### config.mk
export PLATFORM = sky130hd
export DESIGN_NAME = channel_selector
export DESIGN_NICKNAME = d
export VERILOG_FILES = /design/src/rtl/sel_pkg.sv /design/src/rtl/btn_debounce.sv /design/src/rtl/channel_selector.sv
export SDC_FILE = /design/constraint.sdc
export NUM_CORES = 1
export LEC_CHECK = 0
export BUFFER_PORTS_ARGS = -buffer_cell sky130_fd_sc_hd__buf_4
export CAP_MARGIN = 20
export CORE_MARGIN = 10
export CORE_UTILIZATION = 38
export CTS_CLUSTER_SIZE = 12
export DETAILED_ROUTE_END_ITERATION = 8
export PLACE_DENSITY = 0.56
export SLEW_MARGIN = 20
export SYNTH_ARGS = -nofsm -noshare
export SYNTH_HDL_FRONTEND = slang
export SYNTH_SLANG_ARGS = --single-unit
### constraint.sdc
create_clock -name clk -period 5.8 [get_ports clk]
set_input_delay 0.58 -clock clk [delete_from_list [all_inputs] [get_ports clk]]
set_output_delay 0.58 -clock clk [all_outputs]
set_load 0.005 [all_outputs]
### src/rtl/sel_pkg.sv
// sel_pkg: shared constants and state/direction types for channel_selector.
package sel_pkg;
  localparam int SOLD_OUT = 0;
  typedef enum logic {IDLE, SEARCH} sel_state_t;
  typedef enum logic {DIR_UP, DIR_DOWN} sel_dir_t;
endpackage

### src/rtl/btn_debounce.sv
// btn_debounce: tick-sampled saturating debouncer emitting a one-clk press pulse.
// Hold-to-repeat pulses are added when SEL_AUTOREPEAT_EN is defined.
module btn_debounce #(
  parameter int DB_LEN   = 8,
  parameter int REP_DLY  = 64,
  parameter int REP_RATE = 16
) (
  input  logic clk,
  input  logic reset,
  input  logic tick,
  input  logic btn,
  output logic press
);
  localparam int CW = $clog2(DB_LEN + 1);
  logic [CW-1:0] cnt_q;
  logic sat, rep_hit;
  assign sat = cnt_q == CW'(DB_LEN);
`ifdef SEL_AUTOREPEAT_EN
  localparam int RW = $clog2(REP_DLY + REP_RATE + 1);
  logic [RW-1:0] rep_q, rep_n;
  assign rep_n = rep_q + 1'b1;
  assign rep_hit = rep_n == RW'(REP_DLY) || rep_n == RW'(REP_DLY + REP_RATE);
  // after the first repeat the counter folds back to REP_DLY so it fires every REP_RATE ticks
  always_ff @(posedge clk)
    if (!reset) rep_q <= '0;
    else if (tick) rep_q <= !(btn && sat) ? '0 : rep_n == RW'(REP_DLY + REP_RATE) ? RW'(REP_DLY) : rep_n;
`else
  assign rep_hit = 1'b0;
`endif
  always_ff @(posedge clk)
    if (!reset) begin
      cnt_q <= '0;
      press <= 1'b0;
    end else begin
      press <= tick && btn && (cnt_q == CW'(DB_LEN - 1) || (sat && rep_hit));
      if (tick) cnt_q <= !btn ? '0 : sat ? cnt_q : cnt_q + 1'b1;
    end
endmodule

### src/rtl/channel_selector.sv
// channel_selector: debounced up/down channel stepping with a one-probe-per-cycle stock search.
// Define SEL_AUTOREPEAT_EN to enable button auto-repeat in the debouncers.
module channel_selector import sel_pkg::*; #(
  parameter int NUM_CH   = 12,
  parameter int CH_W     = $clog2(NUM_CH + 1),
  parameter int DIV      = 1048576,
  parameter int DB_LEN   = 8,
  parameter int REP_DLY  = 64,
  parameter int REP_RATE = 16
) (
  input  logic              clk,
  input  logic              reset,
  input  logic              enable,
  input  logic              up,
  input  logic              down,
  input  logic [NUM_CH-1:0] stock,
  output logic [CH_W-1:0]   sel,
  output logic              busy,
  output logic              moved
);
  localparam int DW = $clog2(DIV);
  logic [DW-1:0] div_q;
  logic tick, up_p, dn_p, go_up, go_dn, skip, recover;
  sel_state_t state_q;
  sel_dir_t dir_q;
  logic [CH_W-1:0] cand_q, probes_q;
  function automatic logic [CH_W-1:0] inc(input logic [CH_W-1:0] x);
    return x == CH_W'(NUM_CH) ? CH_W'(1) : x + 1'b1;
  endfunction
  function automatic logic [CH_W-1:0] dec(input logic [CH_W-1:0] x);
    return x <= CH_W'(1) ? CH_W'(NUM_CH) : x - 1'b1;
  endfunction
  assign tick = div_q == DW'(DIV - 1);
  always_ff @(posedge clk)
    if (!reset) div_q <= '0;
    else div_q <= tick ? '0 : div_q + 1'b1;
  btn_debounce #(.DB_LEN(DB_LEN), .REP_DLY(REP_DLY), .REP_RATE(REP_RATE)) u_up (
    .clk(clk), .reset(reset), .tick(tick), .btn(up), .press(up_p));
  btn_debounce #(.DB_LEN(DB_LEN), .REP_DLY(REP_DLY), .REP_RATE(REP_RATE)) u_dn (
    .clk(clk), .reset(reset), .tick(tick), .btn(down), .press(dn_p));
  // simultaneous presses cancel each other
  assign go_up   = enable && up_p && !dn_p;
  assign go_dn   = enable && dn_p && !up_p;
  assign skip    = enable && sel != CH_W'(SOLD_OUT) && !stock[sel - 1'b1];
  assign recover = enable && sel == CH_W'(SOLD_OUT) && |stock;
  always_ff @(posedge clk)
    if (!reset) begin
      state_q  <= IDLE;
      dir_q    <= DIR_UP;
      cand_q   <= '0;
      probes_q <= '0;
      sel      <= CH_W'(1);
      busy     <= 1'b0;
      moved    <= 1'b0;
    end else begin
      moved <= 1'b0;
      if (state_q == IDLE) begin
        // skip and recovery both step upward; inc(SOLD_OUT) lands on channel 1
        if (go_up || go_dn || skip || recover) begin
          state_q  <= SEARCH;
          busy     <= 1'b1;
          probes_q <= CH_W'(1);
          dir_q    <= go_dn ? DIR_DOWN : DIR_UP;
          cand_q   <= go_dn ? dec(sel) : inc(sel);
        end
      end else if (stock[cand_q - 1'b1]) begin
        sel     <= cand_q;
        moved   <= cand_q != sel;
        state_q <= IDLE;
        busy    <= 1'b0;
      end else if (probes_q == CH_W'(NUM_CH)) begin
        sel     <= CH_W'(SOLD_OUT);
        moved   <= sel != CH_W'(SOLD_OUT);
        state_q <= IDLE;
        busy    <= 1'b0;
      end else begin
        cand_q   <= dir_q == DIR_UP ? inc(cand_q) : dec(cand_q);
        probes_q <= probes_q + 1'b1;
      end
    end
endmodule

After elaboration in Yosys (flattened, before gate mapping)
Index checks and enable logic that the tools add are counted.
- flip-flop bits (word level): 46
- output and inout bits: 6
- logic and storage cells: 106
- add/subtract/negate cells: 8
- magnitude comparators: 4
- equality and inequality tests: 14
- multiplexer cells: 35
- bitwise operators: 2
- reductions and logical operators: 31
- operators by type and width (operator ; number):
    two-way mux 4 bit ; 20
    adder 20 x 1 -> 20 bit (second input constant) ; 1
    adder 4 x 1 -> 4 bit (second input constant) ; 5
    == test 20 bit (second input constant) ; 1
    == test 4 bit (second input constant) ; 5
    two-way mux 1 bit ; 13
    logical AND 1 bit ; 12
    AND reduction 2 bit ; 6
    OR reduction 12 bit ; 1
    < comparator 4 x 5 -> 1 bit (second input constant) ; 2
    binary-select mux 1 bit (select 4 bit) ; 2
    == test 4 x 3 -> 1 bit (second input constant) ; 2
    less-or-equal comparator 4 x 1 -> 1 bit (second input constant) ; 2
    != test 2 bit (second input constant) ; 4
    subtractor 4 x 1 -> 4 bit (second input constant) ; 2
    zero test 4 bit ; 1
    != test 4 bit ; 1
    nonzero test 2 bit ; 2
    nonzero test 4 bit ; 1
    zero test 1 bit ; 3
    logical OR 1 bit ; 3
    != test 3 x 1 -> 1 bit (second input constant) ; 1
    AND reduction 3 bit ; 1
    inverter 1 bit ; 2
    OR reduction 2 bit ; 1

Depth between registers and ports, before layout
- depth in word-level cells: 9
- depth in mapped cells: 9
- gate-level depth less buffers: 8

By module
Synthesis repeated with hierarchy kept, for this count alone.
- cells, all modules: 329
- area total of the unflattened synthesis: 2765.2 µm²
- by module, submodules not included (module ; times used ; cells an instance ; area an instance (µm²) ; seq. area each (µm²)):
    channel_selector ; 1 ; 267 ; 2244.7 ; 720.7
    btn_debounce ; 2 ; 31 ; 260.2 ; 100.1

Least setup slack after synthesis
No wires, ideal clock.
- kind: register to register
- start point: reg cand_q[0]
- end point: reg probes_q[0]
- library setup time: 0.116 ns
- arrival time: 2.360 ns
- data required time: 5.684 ns
- path slack: 3.324 ns
- stages on the path, launching flop included: 10
- path buffers: 1
- period minus slack after synthesis: 2.476 ns
- path through: dfxtp_1 -> buf_6 -> inv_1 -> ha_1 -> xnor2_1 -> mux4_2 -> mux2i_4 -> or2_4 -> nand3_4 -> o211a_1
- word-level cells in the longest chain between the ends: 5
- ends and longest elaborated chain (element ; RTL line ; text):
    start: declaration ; channel_selector.sv:26 ; logic [CH_W-1:0] cand_q, probes_q;
    start signal: assignment ; channel_selector.sv:64 ; cand_q <= go_dn ? dec(sel) : inc(sel);
    start signal: assignment ; channel_selector.sv:77 ; cand_q <= dir_q == DIR_UP ? inc(cand_q) : dec(cand_q);
    subtractor 4 x 1 -> 4 bit ; channel_selector.sv:66 ; end else if (stock[cand_q - 1'b1]) begin
    binary-select mux 1 bit (select 4 bit) ; channel_selector.sv:66 ;
    two-way mux 1 bit (implied by the code) ; channel_selector.sv:66 ;
    != test 2 bit (no line) ; - ;
    AND reduction 3 bit (no line) ; - ;
    end signal: assignment ; channel_selector.sv:78 ; probes_q <= probes_q + 1'b1;
    end: declaration ; channel_selector.sv:26 ;
Every way passes these cells. The select of a mux whose other input is x is not followed.
A chain may end at the register's enable or synchronous reset.

Worst setup path in the final report
- start point: reg cand_q[0]
- end point: reg sel[2]
- word-level cells in the longest chain between the ends: 5
- elaborated cells between the ends (all ways): 6
- those cells by class: add/sub (1); mux (3); reduce/logical (2)
- ends and longest elaborated chain (element ; RTL line ; text):
    subtractor 4 x 1 -> 4 bit * ; channel_selector.sv:66 ;
    binary-select mux 1 bit (select 4 bit) * ; channel_selector.sv:66 ;
    two-way mux 1 bit (implied by the code) * ; channel_selector.sv:66 ;
    nonzero test 2 bit (no line) ; - ;
    AND reduction 2 bit (no line) ; - ;
    end signal: assignment ; channel_selector.sv:67 ; sel <= cand_q;
    end signal: assignment ; channel_selector.sv:72 ; sel <= CH_W'(SOLD_OUT);
    end: declaration ; channel_selector.sv:17 ; output logic [CH_W-1:0] sel,
Mark *: on every way between the ends. The rest lies on a longest branch, timed or not. The select of a mux whose other input is x is not followed.

==> impl_metrics.prom <==
# TYPE chip_impl_metric gauge
chip_impl_metric{name="cts-hold-fix-buffers",unit=""} 0
chip_impl_metric{name="netlist.area_leader.share",unit="%"} 32.9
chip_impl_metric{name="flow.area_growth_from_synthesis",unit="%"} 10.1
chip_impl_metric{name="minimum_clock_period",unit="ns"} 2.97
chip_impl_metric{name="max-slew-margin-rel",unit="%"} 55.3
chip_impl_metric{name="power.share.clock",unit="%"} 21.3
chip_impl_metric{name="syn-mean-instance-area",unit="µm²"} 8.62
chip_impl_metric{name="synth_area",unit="µm²"} 2800
chip_impl_metric{name="wire_length_per_cell",unit="µm"} 14.7
chip_impl_metric{name="power.total",unit="mW"} 0.949
chip_impl_info{name="min_path_type",value="reg2reg"} 1
chip_impl_metric{name="maxClockFrequency",unit="MHz"} 336
chip_impl_metric{name="synth-async-reset-ratio",unit="%"} 0
chip_impl_metric{name="synth_fp_nets",unit=""} 356
chip_impl_metric{name="cts_htree_levels",unit=""} 2
chip_impl_metric{name="power.combinational.fraction",unit="%"} 37.5
chip_impl_info{name="regToRegEndpoint",value="sel[2]$_SDFFE_PN0P_"} 1
chip_impl_metric{name="cellPowerDensity",unit="nW/µm²"} 308
chip_impl_metric{name="grt_first_pass_wirelength",unit="µm"} 11200
chip_impl_metric{name="total_leakage_power",unit="nW"} 1.16
chip_impl_metric{name="globalRoute.totalOverflow",unit=""} 0
chip_impl_metric{name="coreArea",unit="µm²"} 7210
chip_impl_metric{name="grt_antenna_before_repair",unit=""} 0
chip_impl_metric{name="clock_path_buffers",unit=""} 2
chip_impl_info{name="worst_hold_path.endpoint",value="div_q[0]$_SDFF_PP0_"} 1
chip_impl_metric{name="all_layer_global_routing_usage",unit="%"} 12.0
chip_impl_info{name="dominantRegCellSynth",value="dfxtp_1"} 1
chip_impl_info{name="setup.worst_path.end_class",value="flop"} 1
chip_impl_metric{name="timing.final.hold_violations",unit=""} 0
chip_impl_metric{name="drive_gt1_share",unit="%"} 14.3
chip_impl_metric{name="final-max-slew-violation-count",unit=""} 0
chip_impl_info{name="cts_tree",value="built"} 1
chip_impl_metric{name="nNetsFinal",unit=""} 372
chip_impl_metric{name="port_buffers",unit=""} 22
chip_impl_metric{name="internal",unit="mW"} 0.591
chip_impl_metric{name="detail_route.first_pass.iterations",unit=""} 6
chip_impl_info{name="regToRegStartpoint",value="cand_q[0]$_SDFFE_PN0P_"} 1
chip_impl_metric{name="effective_utilization_at_floorplan",unit="%"} 38.8
chip_impl_metric{name="ys_seq_elements",unit=""} 46
chip_impl_metric{name="dp_worst_setup_slack",unit="ns"} 2.88
chip_impl_metric{name="netSwitchingPower",unit="mW"} 0.359
chip_impl_info{name="outcome",value="finished clean"} 1
chip_impl_info{name="synth_common_cells",value="dfxtp_1 (46), nand2_1 (31), nor2_1 (30)"} 1
chip_impl_metric{name="drt.antenna.violating_nets",unit=""} 0
chip_impl_info{name="synthTopCellsByArea",value="dfxtp_1 (33%), ha_1 (6.3%), xor2_1 (5.3%), nand3_1 (4.5%), nand2_1 (4.2%)"} 1
chip_impl_metric{name="worst_clock_skew_on_the_final_layout",unit="ns"} 0.00461
chip_impl_metric{name="cts-resized-gates",unit=""} 0
chip_impl_info{name="worstHoldStart",value="div_q[0]$_SDFF_PP0_"} 1
chip_impl_metric{name="insertion_delay_of_the_later_clocked_pin_in_the_worst_skew_pair",unit="ns"} 0.30
chip_impl_metric{name="synthesis.yosys.warnings",unit=""} 0
chip_impl_metric{name="postSynthCellCount",unit=""} 325
chip_impl_info{name="clock_tree.root_cell",value="clkbuf_8"} 1
chip_impl_metric{name="cts_inserted_buffers",unit=""} 5
chip_impl_metric{name="die_area",unit="µm²"} 11200
chip_impl_metric{name="die_w",unit="µm"} 106
chip_impl_metric{name="cts_sinks",unit=""} 46
chip_impl_metric{name="share_seq_of_total_power",unit="%"} 41.2
chip_impl_metric{name="post-cts-setup-buffers",unit=""} 0
chip_impl_info{name="rsz0062_at_grt",value="no"} 1
chip_impl_metric{name="path_max_fanout",unit=""} 14
chip_impl_metric{name="drc",unit=""} 0
chip_impl_info{name="critPathLaunchType",value="flop"} 1
chip_impl_metric{name="finalCritPeriodShare",unit="%"} 51.2
chip_impl_metric{name="clk_pin_slew_worst_paths",unit="ns"} 0.09
chip_impl_metric{name="worst_slack",unit="ns"} 2.83
chip_impl_metric{name="finalSetupViolCount",unit=""} 0
chip_impl_metric{name="die_height",unit="µm"} 106
chip_impl_metric{name="pin_count_of_the_biggest_net_entering_global_routing",unit=""} 21
chip_impl_metric{name="num_vias",unit=""} 2356
chip_impl_metric{name="n_antenna_cell",unit=""} 0
chip_impl_metric{name="floorplan.io_pins",unit=""} 23
chip_impl_metric{name="r2r.worst_path.cells",unit=""} 8
chip_impl_metric{name="swShare",unit="%"} 37.8
chip_impl_metric{name="distinct_cell_type_count_of_the_synthesized_netlist",unit=""} 52
chip_impl_metric{name="drtIter0Drc",unit=""} 74
chip_impl_info{name="synthMostInstantiatedCell",value="dfxtp_1"} 1
chip_impl_metric{name="synth-edff-count",unit=""} 0
chip_impl_metric{name="synth-seq-area-share",unit="%"} 32.9
chip_impl_metric{name="timing.hold.worst_path_depth",unit=""} 1
chip_impl_metric{name="dp.final_hpwl",unit="µm"} 4770
chip_impl_metric{name="route.final.wire_length",unit="µm"} 6500
chip_impl_metric{name="worst_slew_pin_slew",unit="ns"} 0.663
chip_impl_metric{name="timing.reg2reg.setup_slack",unit="ns"} 2.83
chip_impl_info{name="worst-setup-path-type",value="reg2reg"} 1
chip_impl_metric{name="setup-tns-final",unit="ns"} 0
chip_impl_info{name="synth_top_cell_by_area",value="dfxtp_1"} 1
chip_impl_metric{name="gp_congestion",unit=""} 0.833
chip_impl_metric{name="critPathArrivalTime",unit="ns"} 3.17
chip_impl_metric{name="max_cap_viol_count",unit=""} 0
chip_impl_metric{name="route.detailed.vias_per_inst",unit=""} 5.34
chip_impl_metric{name="ir_worst_vdd",unit="µV"} 150
chip_impl_metric{name="vias_in_the_first_global_route",unit=""} 2262
chip_impl_metric{name="row_count",unit=""} 31
chip_impl_metric{name="cp.required",unit="ns"} 6.00
stage by stage:
step / hold slack [ns] / cells / utilization, % / area, µm²
6_report: 0.451 / 441 / 42.8 / 3090
5_1_grt: 0.486 / 441 / 42.8 / 3090
4_1_cts: 0.458 / 441 / 42.8 / 3090
3_5_place_dp: 0.437 / 433 / 41.5 / 3000
3_3_place_gp: 0.426 / 433 / 41.5 / 3000
2_1_floorplan: 0.418 / 325 / - / 2800
cell type report:
cell class / count / area [µm²]
repair buffers: 22 / 165
clock inverters: 3 / 21.3
flip-flops and latches: 46 / 921
multi-input cells: 249 / 1720
well taps: 99 / 124
clock buffers: 5 / 68.8
fillers: 732 / 4130
inverters: 17 / 63.8
routing by layer:
| metal | track usage (%) | share of wire, % |
|---|---|---|
| met5 | 0 | 0 |
| met4 | 2.61 | 0.78 |
| met3 | 3.17 | 4.7 |
| met2 | 20.1 | 48 |
| met1 | 15.1 | 47 |
power by group through the flow:
stage,Sequential [mW],Clock (mW),Combinational [mW]
6_report,0.392,0.202,0.356
5_1_grt,0.397,0.227,0.397
4_1_cts,0.391,0.210,0.357
3_5_place_dp,0.398,0,0.354
3_3_place_gp,0.398,0,0.353
2_1_floorplan,0.366,0,0.313
how the worst max path moves through the flow:
stage,start,to,depth (start not counted),slack (ns)
2_1_floorplan,cand_q[0]$_SDFFE_PN0P_,probes_q[0]$_SDFFE_PN0P_,9,3.32
3_3_place_gp,cand_q[0]$_SDFFE_PN0P_,sel[0]$_SDFFE_PN1P_,8,2.95
3_5_place_dp,cand_q[0]$_SDFFE_PN0P_,probes_q[0]$_SDFFE_PN0P_,8,2.88
4_1_cts,cand_q[0]$_SDFFE_PN0P_,cand_q[2]$_SDFFE_PN0P_,8,2.87
5_1_grt,cand_q[0]$_SDFFE_PN0P_,cand_q[2]$_SDFFE_PN0P_,8,2.58
6_report,cand_q[0]$_SDFFE_PN0P_,sel[2]$_SDFFE_PN0P_,8,2.83
kinds of logic after synthesis:
group | after synthesis | share of synthesized area (%)
AND/OR/NAND/NOR | 133 | 24.2
AO/OA/AOI/OAI | 55 | 12.5
flip-flops | 46 | 32.9
buffers and inverters | 30 | 5.71
XOR/XNOR | 28 | 8.75
multiplexers | 19 | 9.69
adder cells (fa/ha/maj) | 14 | 6.25
critical path: stages (launching register included):
cell and delay, ns:
dfxtp_1 0.71, inv_1 0.19, ha_1 0.31, xnor2_1 0.24, mux4_2 0.56, mux2i_4 0.26, o21ai_0 0.32, nand3_1 0.18
o21ai_0 0.09
registers in the layout, summed over array words and instances (netlist names):
name and flops:
probes_q 4, u_dn.cnt_q 4, moved 1, u_up.cnt_q 4, u_up.press 1, div_q 20, sel 4, state_q 1
u_dn.press 1, dir_q 1, busy 1, cand_q 4
layout by cell type, fill, tap and decap left out, types with 2 or more instances in the layout:
cell type and count:
or2_2 2, inv_1 17, nand2_1 31, buf_4 22, clkbuf_8 5, a31oi_1 6, and3_1 5, dfxtp_1 46
xor2_1 17, nor3_1 7, nand4_1 6, a21oi_1 15, a21o_1 2, mux2i_1 11, mux2_2 2, a311oi_1 2
and2_1 3, nor4_1 9, o21a_1 2, or3_1 4, nor2_1 30, mux4_2 4, or3_2 2, o21ai_0 15
ha_1 14, and4_1 2, nand3_1 25, xnor2_1 11
Power figures use the tool's default switching activity.
